## config.mk

```make
export PLATFORM = sky130hd
export DESIGN_NAME = rst_seq_flat
export DESIGN_NICKNAME = d
export VERILOG_FILES = /design/src/rtl/rst_seq_pkg.sv /design/src/rtl/rst_seq_if.sv /design/src/rtl/rst_seq_sync.sv /design/src/rtl/rst_seq.sv /design/src/flat_wrapper.sv
export SDC_FILE = /design/constraint.sdc
export NUM_CORES = 1
export LEC_CHECK = 0
export CAP_MARGIN = 15
export CORE_MARGIN = 2
export CORE_UTILIZATION = 49
export CTS_BUF_LIST = sky130_fd_sc_hd__clkbuf_4 sky130_fd_sc_hd__clkbuf_8
export DETAILED_ROUTE_END_ITERATION = 10
export PLACE_DENSITY = 0.84
export SYNTH_ARGS = -nofsm -noshare
export SYNTH_HDL_FRONTEND = slang
export SYNTH_SLANG_ARGS = --single-unit
```

## constraint.sdc

```tcl
create_clock -name clk -period 1.7 [get_ports clk]
set_input_delay 0.34 -clock clk [delete_from_list [all_inputs] [get_ports clk]]
set_output_delay 0.34 -clock clk [all_outputs]
set_load 0.03 [all_outputs]
```

## src/rtl/rst_seq_pkg.sv

```systemverilog
// Shared definitions for the rst_seq reset sequencer: FSM state encoding,
// loss-counter width and a counter-width helper.
package rst_seq_pkg;

  typedef enum logic [1:0] {
    WAIT_LOCK = 2'd0,
    HOLD      = 2'd1,
    REL       = 2'd2,
    RUN       = 2'd3
  } state_t;

  localparam int LOSS_CNT_W = 8;

  // Width of a counter that runs 0..n-1; never narrower than one bit.
  function automatic int cnt_w(input int n);
    return (n <= 1) ? 1 : $clog2(n);
  endfunction

endpackage

```

## src/rtl/rst_seq_if.sv

```systemverilog
// Signal bundle between a clock domain's reset consumers and rst_seq.
// The master drives lock and software requests; the slave (rst_seq) drives resets and status.
interface rst_seq_if #(parameter int N_CH = 2);
  import rst_seq_pkg::*;

  // sw_rst_req is a one-cycle pulse with no back-pressure: a request is either
  // acted on at the edge it is sampled or dropped, and never held over.
  logic                  pll_lock;
  logic [N_CH-1:0]       sw_rst_req;
  logic [N_CH-1:0]       rst_out;
  logic                  ready;
  logic                  lock_lost;
  logic [LOSS_CNT_W-1:0] loss_cnt;
  state_t                state_dbg;

  modport master (
    output pll_lock, sw_rst_req,
    input  rst_out, ready, lock_lost, loss_cnt, state_dbg
  );

  modport slave (
    input  pll_lock, sw_rst_req,
    output rst_out, ready, lock_lost, loss_cnt, state_dbg
  );

endinterface

```

## src/rtl/rst_seq_sync.sv

```systemverilog
// Parametrised multi-flop synchroniser for slow asynchronous level signals.
// Flops carry no reset so the chain keeps tracking the input while the domain is in reset.
module rst_seq_sync #(
    parameter int WIDTH  = 1,
    parameter int STAGES = 2
) (
    input  logic             clk,
    input  logic [WIDTH-1:0] d,
    output logic [WIDTH-1:0] q
);

    logic [WIDTH-1:0] ff [STAGES];

    always_ff @(posedge clk) begin
        ff[0] <= d;
        for (int i = 1; i < STAGES; i++) begin
            ff[i] <= ff[i-1];
        end
    end

    assign q = ff[STAGES-1];

endmodule

```

## src/rtl/rst_seq.sv

```systemverilog
// Reset sequencer: qualifies PLL lock, holds reset, then releases channels in order.
// Define RST_SEQ_LOSS_CNT_EN to build the saturating lock-loss event counter.
module rst_seq
    import rst_seq_pkg::*;
#(
    parameter int N_CH        = 2,
    parameter int LOCK_FILTER = 16,
    parameter int HOLD_CYCLES = 8,
    parameter int GAP_CYCLES  = 4
) (
    input logic       clk,
    input logic       rst,
    rst_seq_if.slave  bus
);

    localparam int FILT_W = cnt_w(LOCK_FILTER);
    localparam int HOLD_W = cnt_w(HOLD_CYCLES);
    localparam int GAP_W  = cnt_w(GAP_CYCLES);
    localparam int REL_W  = $clog2(N_CH + 1);

    state_t            state;
    logic [FILT_W-1:0] filt_cnt;
    logic [HOLD_W-1:0] hold_cnt;
    logic [GAP_W-1:0]  gap_cnt;
    logic [REL_W-1:0]  rel_cnt;
    logic [N_CH-1:0]   rst_out_q;
    logic              ready_q;
    logic              lock_lost_q;
    logic              lock_s;
    logic              sw_any;
    logic [REL_W-1:0]  sw_idx;
    logic              sw_hit;

    rst_seq_sync #(.WIDTH(1), .STAGES(2)) u_lock_sync (
        .clk (clk),
        .d   (bus.pll_lock),
        .q   (lock_s)
    );

    // Channels at or above n are still held in reset.
    function automatic logic [N_CH-1:0] rel_mask(input int n);
        logic [N_CH-1:0] m;
        for (int i = 0; i < N_CH; i++) begin
            m[i] = (i >= n);
        end
        return m;
    endfunction

    always_comb begin
        sw_any = 1'b0;
        sw_idx = '0;
        for (int i = N_CH - 1; i >= 0; i--) begin
            if (bus.sw_rst_req[i]) begin
                sw_any = 1'b1;
                sw_idx = REL_W'(i);
            end
        end
        sw_hit = sw_any && (state == REL || state == RUN) && (sw_idx < rel_cnt);
    end

    always_ff @(posedge clk) begin
        if (rst) begin
            state       <= WAIT_LOCK;
            filt_cnt    <= '0;
            hold_cnt    <= '0;
            gap_cnt     <= '0;
            rel_cnt     <= '0;
            rst_out_q   <= '1;
            ready_q     <= 1'b0;
            lock_lost_q <= 1'b0;
        end else if (state == WAIT_LOCK) begin
            if (!lock_s) begin
                filt_cnt <= '0;
            end else if (int'(filt_cnt) == LOCK_FILTER - 1) begin
                filt_cnt <= '0;
                hold_cnt <= '0;
                state    <= HOLD;
            end else begin
                filt_cnt <= filt_cnt + FILT_W'(1);
            end
        end else if (!lock_s) begin
            state       <= WAIT_LOCK;
            filt_cnt    <= '0;
            rel_cnt     <= '0;
            rst_out_q   <= '1;
            ready_q     <= 1'b0;
            lock_lost_q <= 1'b1;
        end else if (sw_hit) begin
            // Pull the release point back to the requested channel; later ones follow it.
            state     <= REL;
            rel_cnt   <= sw_idx;
            gap_cnt   <= '0;
            rst_out_q <= rel_mask(int'(sw_idx));
            ready_q   <= 1'b0;
        end else begin
            case (state)
                HOLD: begin
                    if (int'(hold_cnt) == HOLD_CYCLES - 1) begin
                        rel_cnt   <= REL_W'(1);
                        gap_cnt   <= '0;
                        rst_out_q <= rel_mask(1);
                        if (N_CH == 1) begin
                            state   <= RUN;
                            ready_q <= 1'b1;
                        end else begin
                            state   <= REL;
                        end
                    end else begin
                        hold_cnt <= hold_cnt + HOLD_W'(1);
                    end
                end
                REL: begin
                    if (int'(gap_cnt) == GAP_CYCLES - 1) begin
                        gap_cnt   <= '0;
                        rel_cnt   <= rel_cnt + REL_W'(1);
                        rst_out_q <= rel_mask(int'(rel_cnt) + 1);
                        if (int'(rel_cnt) + 1 == N_CH) begin
                            state   <= RUN;
                            ready_q <= 1'b1;
                        end
                    end else begin
                        gap_cnt <= gap_cnt + GAP_W'(1);
                    end
                end
                default: begin
                end
            endcase
        end
    end

`ifdef RST_SEQ_LOSS_CNT_EN
    logic [LOSS_CNT_W-1:0] loss_cnt_q;
    logic                  loss_evt;

    assign loss_evt = (state != WAIT_LOCK) && !lock_s;

    always_ff @(posedge clk) begin
        if (rst) begin
            loss_cnt_q <= '0;
        end else if (loss_evt && (loss_cnt_q != '1)) begin
            loss_cnt_q <= loss_cnt_q + LOSS_CNT_W'(1);
        end
    end

    assign bus.loss_cnt = loss_cnt_q;
`else
    assign bus.loss_cnt = '0;
`endif

    assign bus.rst_out   = rst_out_q;
    assign bus.ready     = ready_q;
    assign bus.lock_lost = lock_lost_q;
    assign bus.state_dbg = state;

endmodule

```

## src/flat_wrapper.sv

```systemverilog
// flat-port wrapper written by rule: the top's interface ports become plain ports
module rst_seq_flat import rst_seq_pkg::*;
#(
    parameter int N_CH        = 2,
    parameter int LOCK_FILTER = 16,
    parameter int HOLD_CYCLES = 8,
    parameter int GAP_CYCLES  = 4
)
  (clk, rst, bus_pll_lock, bus_sw_rst_req, bus_rst_out, bus_ready, bus_lock_lost, bus_loss_cnt, bus_state_dbg);
  rst_seq_if #(.N_CH(N_CH)) bus_i ();
  input logic clk;
  input logic rst;
  input wire logic [$bits(bus_i.pll_lock)-1:0] bus_pll_lock;
  input wire logic [$bits(bus_i.sw_rst_req)-1:0] bus_sw_rst_req;
  output wire logic [$bits(bus_i.rst_out)-1:0] bus_rst_out;
  output wire logic [$bits(bus_i.ready)-1:0] bus_ready;
  output wire logic [$bits(bus_i.lock_lost)-1:0] bus_lock_lost;
  output wire logic [$bits(bus_i.loss_cnt)-1:0] bus_loss_cnt;
  output wire logic [$bits(bus_i.state_dbg)-1:0] bus_state_dbg;
  assign bus_i.pll_lock = bus_pll_lock;
  assign bus_i.sw_rst_req = bus_sw_rst_req;
  assign bus_rst_out = bus_i.rst_out;
  assign bus_ready = bus_i.ready;
  assign bus_lock_lost = bus_i.lock_lost;
  assign bus_loss_cnt = bus_i.loss_cnt;
  assign bus_state_dbg = bus_i.state_dbg;
  rst_seq #(.N_CH(N_CH), .LOCK_FILTER(LOCK_FILTER), .HOLD_CYCLES(HOLD_CYCLES), .GAP_CYCLES(GAP_CYCLES)) u_core (.clk(clk), .rst(rst), .bus(bus_i));
endmodule
```

Yosys cells after proc, flatten, opt, wreduce, memory -nomap -nowiden:

Memories as Yosys holds them, arrays and structs flattened.
Index checks and enable logic that the tools add are counted.

* memories kept: 1
* output and inout port bits: 14
* flip-flop bits (word level): 17
* bits in writable memories: 2

* mux-type cells: 42
* add/subtract/negate cells: 5
* order comparisons: 5
* eq/ne operators: 23
* reduce and logical (&&, ||, !) cells: 12
* bitwise gates (word level): 2

Memory list
* u_core.u_lock_sync.ff: words 2, width 1, rd ports 2, clocked after Yosys merged registers in 0, wr ports 2, RTL line rst_seq_sync.sv:12 `logic [WIDTH-1:0] ff [STAGES];`

Operators with widths (count)
* 2-to-1 mux 2 bit: 18
* == test 32 x 3 -> 1 bit, second input constant: 1
* greater-or-equal comparator 1 x 32 -> 1 bit, first input constant: 1
* greater-or-equal comparator 2 x 32 -> 1 bit, first input constant: 1
* 2-to-1 mux 3 bit: 7
* != test 5 bit, second input constant: 4
* 2-to-1 mux 4 bit: 4
* one-hot mux 2 bit (2 select lines): 4
* != test 4 bit, second input constant: 3
* AND reduction 4 bit: 3
* 2-to-1 mux 1 bit: 9
* != test 3 bit, second input constant: 3
* != test 2 bit, second input constant: 3
* AND reduction 6 bit: 1
* AND reduction 5 bit: 1
* adder 2 x 1 -> 2 bit, second input constant: 2
* adder 4 x 1 -> 4 bit, second input constant: 1
* == test 2 x 1 -> 1 bit, second input constant: 2
* == test 2 bit, second input constant: 2
* == test 4 x 1 -> 1 bit, second input constant: 1
* != test 2 x 1 -> 1 bit, second input constant: 2
* adder 2 x 1 -> 3 bit, second input constant: 1
* adder 3 x 1 -> 3 bit, second input constant: 1
* == test 3 x 1 -> 1 bit, second input constant: 1
* other kinds (10): 13

Depth between registers and ports, before layout:

* depth after elaboration: 8
* mapped depth: 7
* depth with buffers taken out: 7

Modules after synthesis:

From an unflattened synthesis, not the netlist that was laid out.

* cells, all modules: 130
* area total of the unflattened synthesis: 1158.6 µm²

By module, submodules not included
* rst_seq: cells each 128, area an instance 1118.6 µm², instances 1
* rst_seq_sync: cells each 2, area an instance 40.0 µm², instances 1

Worst setup path before layout:

OpenSTA, ideal clock, no wires.

* path type: register to register
* from: reg u_core.state[0] (netlist: u_core.bus.state_dbg[0])
* to: reg u_core.state[1] (netlist: u_core.bus.state_dbg[1])
* period minus slack after synthesis: 2.015 ns
* slack: -0.315 ns
* cell stages (with the launch flop): 8
* library setup time: 0.121 ns
* arrival: 1.894 ns
* data required time: 1.579 ns
* buffers on the path: 0
* cells stage by stage: dfxtp_1 inv_1 ha_1 or2_2 a21oi_1 o211ai_1 o311a_1 mux2_4

* cells in the longest elaborated chain, start to end: 7

RTL lines
* start: declaration: RTL line rst_seq.sv:21 `state_t state;`
* start signal: assignment: RTL line rst_seq.sv:63 `state <= WAIT_LOCK;`
* start signal: assignment: RTL line rst_seq.sv:77 `state <= HOLD;`
* start signal: assignment: RTL line rst_seq.sv:82 `state <= WAIT_LOCK;`
* branches (longest 7 deep; another with AND reduction 6 bit)

Several ways; the timed one is not identified.
A chain may end at the register's enable or synchronous reset.

Final worst setup path:

* from: reg u_core.state[1] (netlist: u_core.bus.state_dbg[1])
* to: reg u_core.state[1] (netlist: u_core.bus.state_dbg[1])

The elaborated chain is that of the path after synthesis.

==> flow_summary_export.csv <==
group,metric,value,unit
global_routing,gr-usage-all-layers,22.61,%
place,dp_worst_setup_slack,-0.2517,ns
worst_setup_path,crit_required,1.91,ns
detailed_routing,num_vias,1027,
status,run_status,"finished, violations left",
worst_setup_path,critPathSlowestCell,"dfxtp_4",
pwr,static-leakage-power,0.7105,nW
place,post_dp_cell_area,0.001390,mm^2
clock_tree,cts_tree,"built",
logic_synthesis,synth-edff-count,0,
hold_path,class_of_the_worst_hold_path,"reg -> reg",
logic_synthesis,synth_sequential_area_ratio,33.26,%
clock_tree,clock_tree.htree_level_count,1,
logic_synthesis,netlist.top_cell.by_area,"dfxtp_1",
logic_synthesis,cell_types_occupying_the_most_area_after_synthesis,"dfxtp_1, ha_1, a21oi_1, buf_4, nand2_1",
clock_tree,clock_tree_buffer_depth,2,
global_routing,first_global_vias,984,
final_layout,final_cell_area,0.001592,mm^2
logic_synthesis,yosysTopAreaCellShare,33.26,%
global_routing,overflow,0,
timing,achievable-frequency,566.9,MHz
worst_setup_path,worst_r2r_startpoint,"u_core.bus.state_dbg[1]",
global_routing,grt_max_degree,15,
clock_tree,clock-sinks,19,
place,port_buffers,10,
pwr,p_per_area,633.5,mW/mm^2
detailed_routing,drt-pass1-iter-count,4,
worst_setup_path,reg2reg_path_depth,7,
worst_setup_path,critical_path.endpoint_type,"flip-flop",
logic_synthesis,synth_cells,130,
worst_setup_path,largest_stage_delay_on_the_critical_path,0.41,ns
timing,rsz0062_at_grt,"yes",
final_layout,most_common_cell_after_layout_fill_and_taps_aside,"buf_4",
run,number_of_max_cap_violations,0,
floorplan,die_h,52.31,um
detailed_routing,ant_nets,0,
final_layout,diodes,0,
final_layout,number_of_nets_in_the_layout,179,
detailed_routing,initialDrtViolationCount,23,
final_layout,area_delta_synth_final,39.17,%
timing,skew,0.008388,ns
detailed_routing,wirelength,2.805,mm
timing,timing.final.ws_setup,-0.06399,ns
worst_setup_path,timing.critical_path.fanout_max,5,
detailed_routing,detail_route.vias_per_cell,5.492,
detailed_routing,routed-wl-met3,143,um
place,detailed_place_hpwl,1.872,mm
hold_path,hold-path-endpoint,"u_core.u_lock_sync.ff[0][1]",
timing,final.period_utilization,103.8,%
detailed_routing,drcViolationCount,0,
logic_synthesis,postSynthRegisterBits,19,
clock_tree,holdBufCountCts,0,
hold_path,timing.hold.worst.start,"u_core.u_lock_sync.ff[0][0]",
timing,min_period,1.764,ns
timing,finalMaxSlewViolations,0,
final_layout,commonest_non_fill_non_tap_cells_in_the_layout,"buf_4, dfxtp_1, nand2_1, nor2_1, a21oi_1",
clock_tree,cts_root_buffer,"clkbuf_4",
logic_synthesis,yosys_warnings,0,
pwr,worst_supply_voltage_drop_on_vdd,0.5834,mV
detailed_routing,wirelength_met1,1.210,mm
worst_setup_path,r2r-end,"u_core.bus.state_dbg[1]",
detailed_routing,wl_per_cell,15.00,um
worst_setup_path,start_kind,"flip-flop",
place,place.gp.congestion,0.9008,
clock_tree,worstSkewPairLatency,0.30,ns
logic_synthesis,postSynthAreaPerCell,8.797,um^2
worst_setup_path,timing.reg2reg.setup_slack,-0.06,ns
floorplan,core,0.002212,mm^2
logic_synthesis,synth_cell_types,38,
worst_setup_path,worstPathArrival,1.97,ns
logic_synthesis,synth.cell_area,0.001144,mm^2
global_routing,grt_antenna_before_repair,0,
floorplan,die_width,52.31,um
floorplan,num_io_pins,19,
timing,setup_violations,2,
clock_tree,clkTransAtPathRegs,0.11,ns
final_layout,drive_above_1_share,32.70,%
timing,fin_setup_tns,-0.07566,ns
detailed_routing,detailed_route_wirelength_on_metal2,1.405,mm
clock_tree,clock_buffer_count_from_cts,3,
worst_setup_path,timing.critical_path.cells,"inv_4 > ha_4 > or2b_4 > a21oi_2 > o211ai_1 > o311a_1 > mux2_4",
floorplan,die_area,0.002736,mm^2
global_routing,grt_pass1_wl,4.547,mm
status,violated_checks,"setup timing",
worst_setup_path,setup.worst_path.class,"reg -> reg",
logic_synthesis,synth-async-reset-ratio,0,%
detailed_routing,top_layer_used,"met4",
floorplan,fp-row-count,17,
logic_synthesis,synth_flop_cell,"dfxtp_1",
floorplan,floorplan.initialDensity,51.70,%
timing,finalHoldViolCount,0,
hold_path,hold_depth,0,
area by class of cell:
type                    instances  area, um^2
fillers                       171       620.6
repair buffers                 29       266.5
clock buffers                   3       22.52
well taps                      28       35.03
multi-input cells              99       838.3
inverters                       8       35.03
flip-flops and latches         19       389.1
clock inverters                 1       5.005
through the flow:
stage	util (%)	std cells	hold slack, ns	total power (W)
finish	71.95	187	0.3433	0.001008
global route	71.95	187	0.3622	0.001068
CTS	66.69	183	0.3470	0.0009837
detailed placement	62.84	177	0.3143	0.0007441
global placement	62.84	177	0.3145	0.0007351
floorplan	-	137	0.3096	0.0006579
per-layer routing:
metal	global-route usage, %	up-vias
met5	0	-
met4	1.282	0
met3	6.286	8
met2	40.21	30
met1	28.27	490
li1	-	499
power breakdown:
| group | internal (W) | switching [W] |
|---|---|---|
| Sequential | 0.000462 | 0.0000214 |
| Combinational | 0.000130 | 0.000162 |
| Clock | 0.0000878 | 0.000146 |
sequential cells by signal (all words and copies together), names as in the netlist:
register / cells
u_core.bus.lock_lost: 1
u_core.filt_cnt: 4
u_core.bus.state_dbg: 2
u_core.rel_cnt: 2
u_core.bus.rst_out: 2
u_core.gap_cnt: 2
u_core.hold_cnt: 3
u_core.bus.ready: 1
u_core.u_lock_sync.ff: 2
how the worst max path moves through the flow:
stage	startpoint	to	slack, ns	depth (start not counted)
final	u_core.bus.state_dbg[1]	u_core.bus.state_dbg[1]	-0.06	7
after global routing	u_core.filt_cnt[0]	u_core.bus.state_dbg[1]	-0.13	5
after CTS	u_core.bus.state_dbg[0]	u_core.hold_cnt[0]	-0.05	7
after detailed placement	bus_sw_rst_req[0]	u_core.bus.state_dbg[1]	-0.25	6
after global placement	bus_sw_rst_req[0]	u_core.bus.state_dbg[1]	-0.22	6
after floorplan	u_core.bus.state_dbg[1]	u_core.bus.state_dbg[1]	0.0009	7
logic make-up (layout without fill, tap and decap cells):
group	after synthesis	in the layout	synth area share [%]
XOR/XNOR	1	1	0.7660
AND/OR/NAND/NOR	39	39	17.83
other	1	8	0.3279
AO/OA/AOI/OAI	32	32	18.49
flip-flops	19	19	33.26
buffers and inverters	19	41	9.081
adder cells (fa/ha/maj)	14	14	15.32
multiplexers	5	5	4.923
worst max-delay path, delay by kind of cell (launching register included):
family,cells,cell delay (ns)
AO/OA/AOI/OAI,3,0.51
flip-flops,1,0.41
multiplexers,1,0.31
AND/OR/NAND/NOR,1,0.22
adder cells (fa/ha/maj),1,0.15
buffers and inverters,1,0.06
synth_stat cells (2+ instances only):
| cell | number |
|---|---|
| dfxtp_1 | 19 |
| ha_1 | 14 |
| a21oi_1 | 12 |
| nand2_1 | 11 |
| nor2_1 | 10 |
| buf_4 | 8 |
| inv_1 | 8 |
| o21ai_0 | 7 |
| mux2i_1 | 3 |
| nor3_1 | 3 |
| a21o_1 | 2 |
| a31o_2 | 2 |
| buf_2 | 2 |
| nand4_1 | 2 |
| nor4_1 | 2 |
| o211ai_1 | 2 |
| or2_2 | 2 |
what timing repair did:
item,in CTS,in global routing
endpoints found under the hold margin,0,0
gates resized for setup,13,16
setup endpoints to repair,12,14
setup buffers,2,4
pin swaps,6,6
Power figures use the tool's default switching activity.
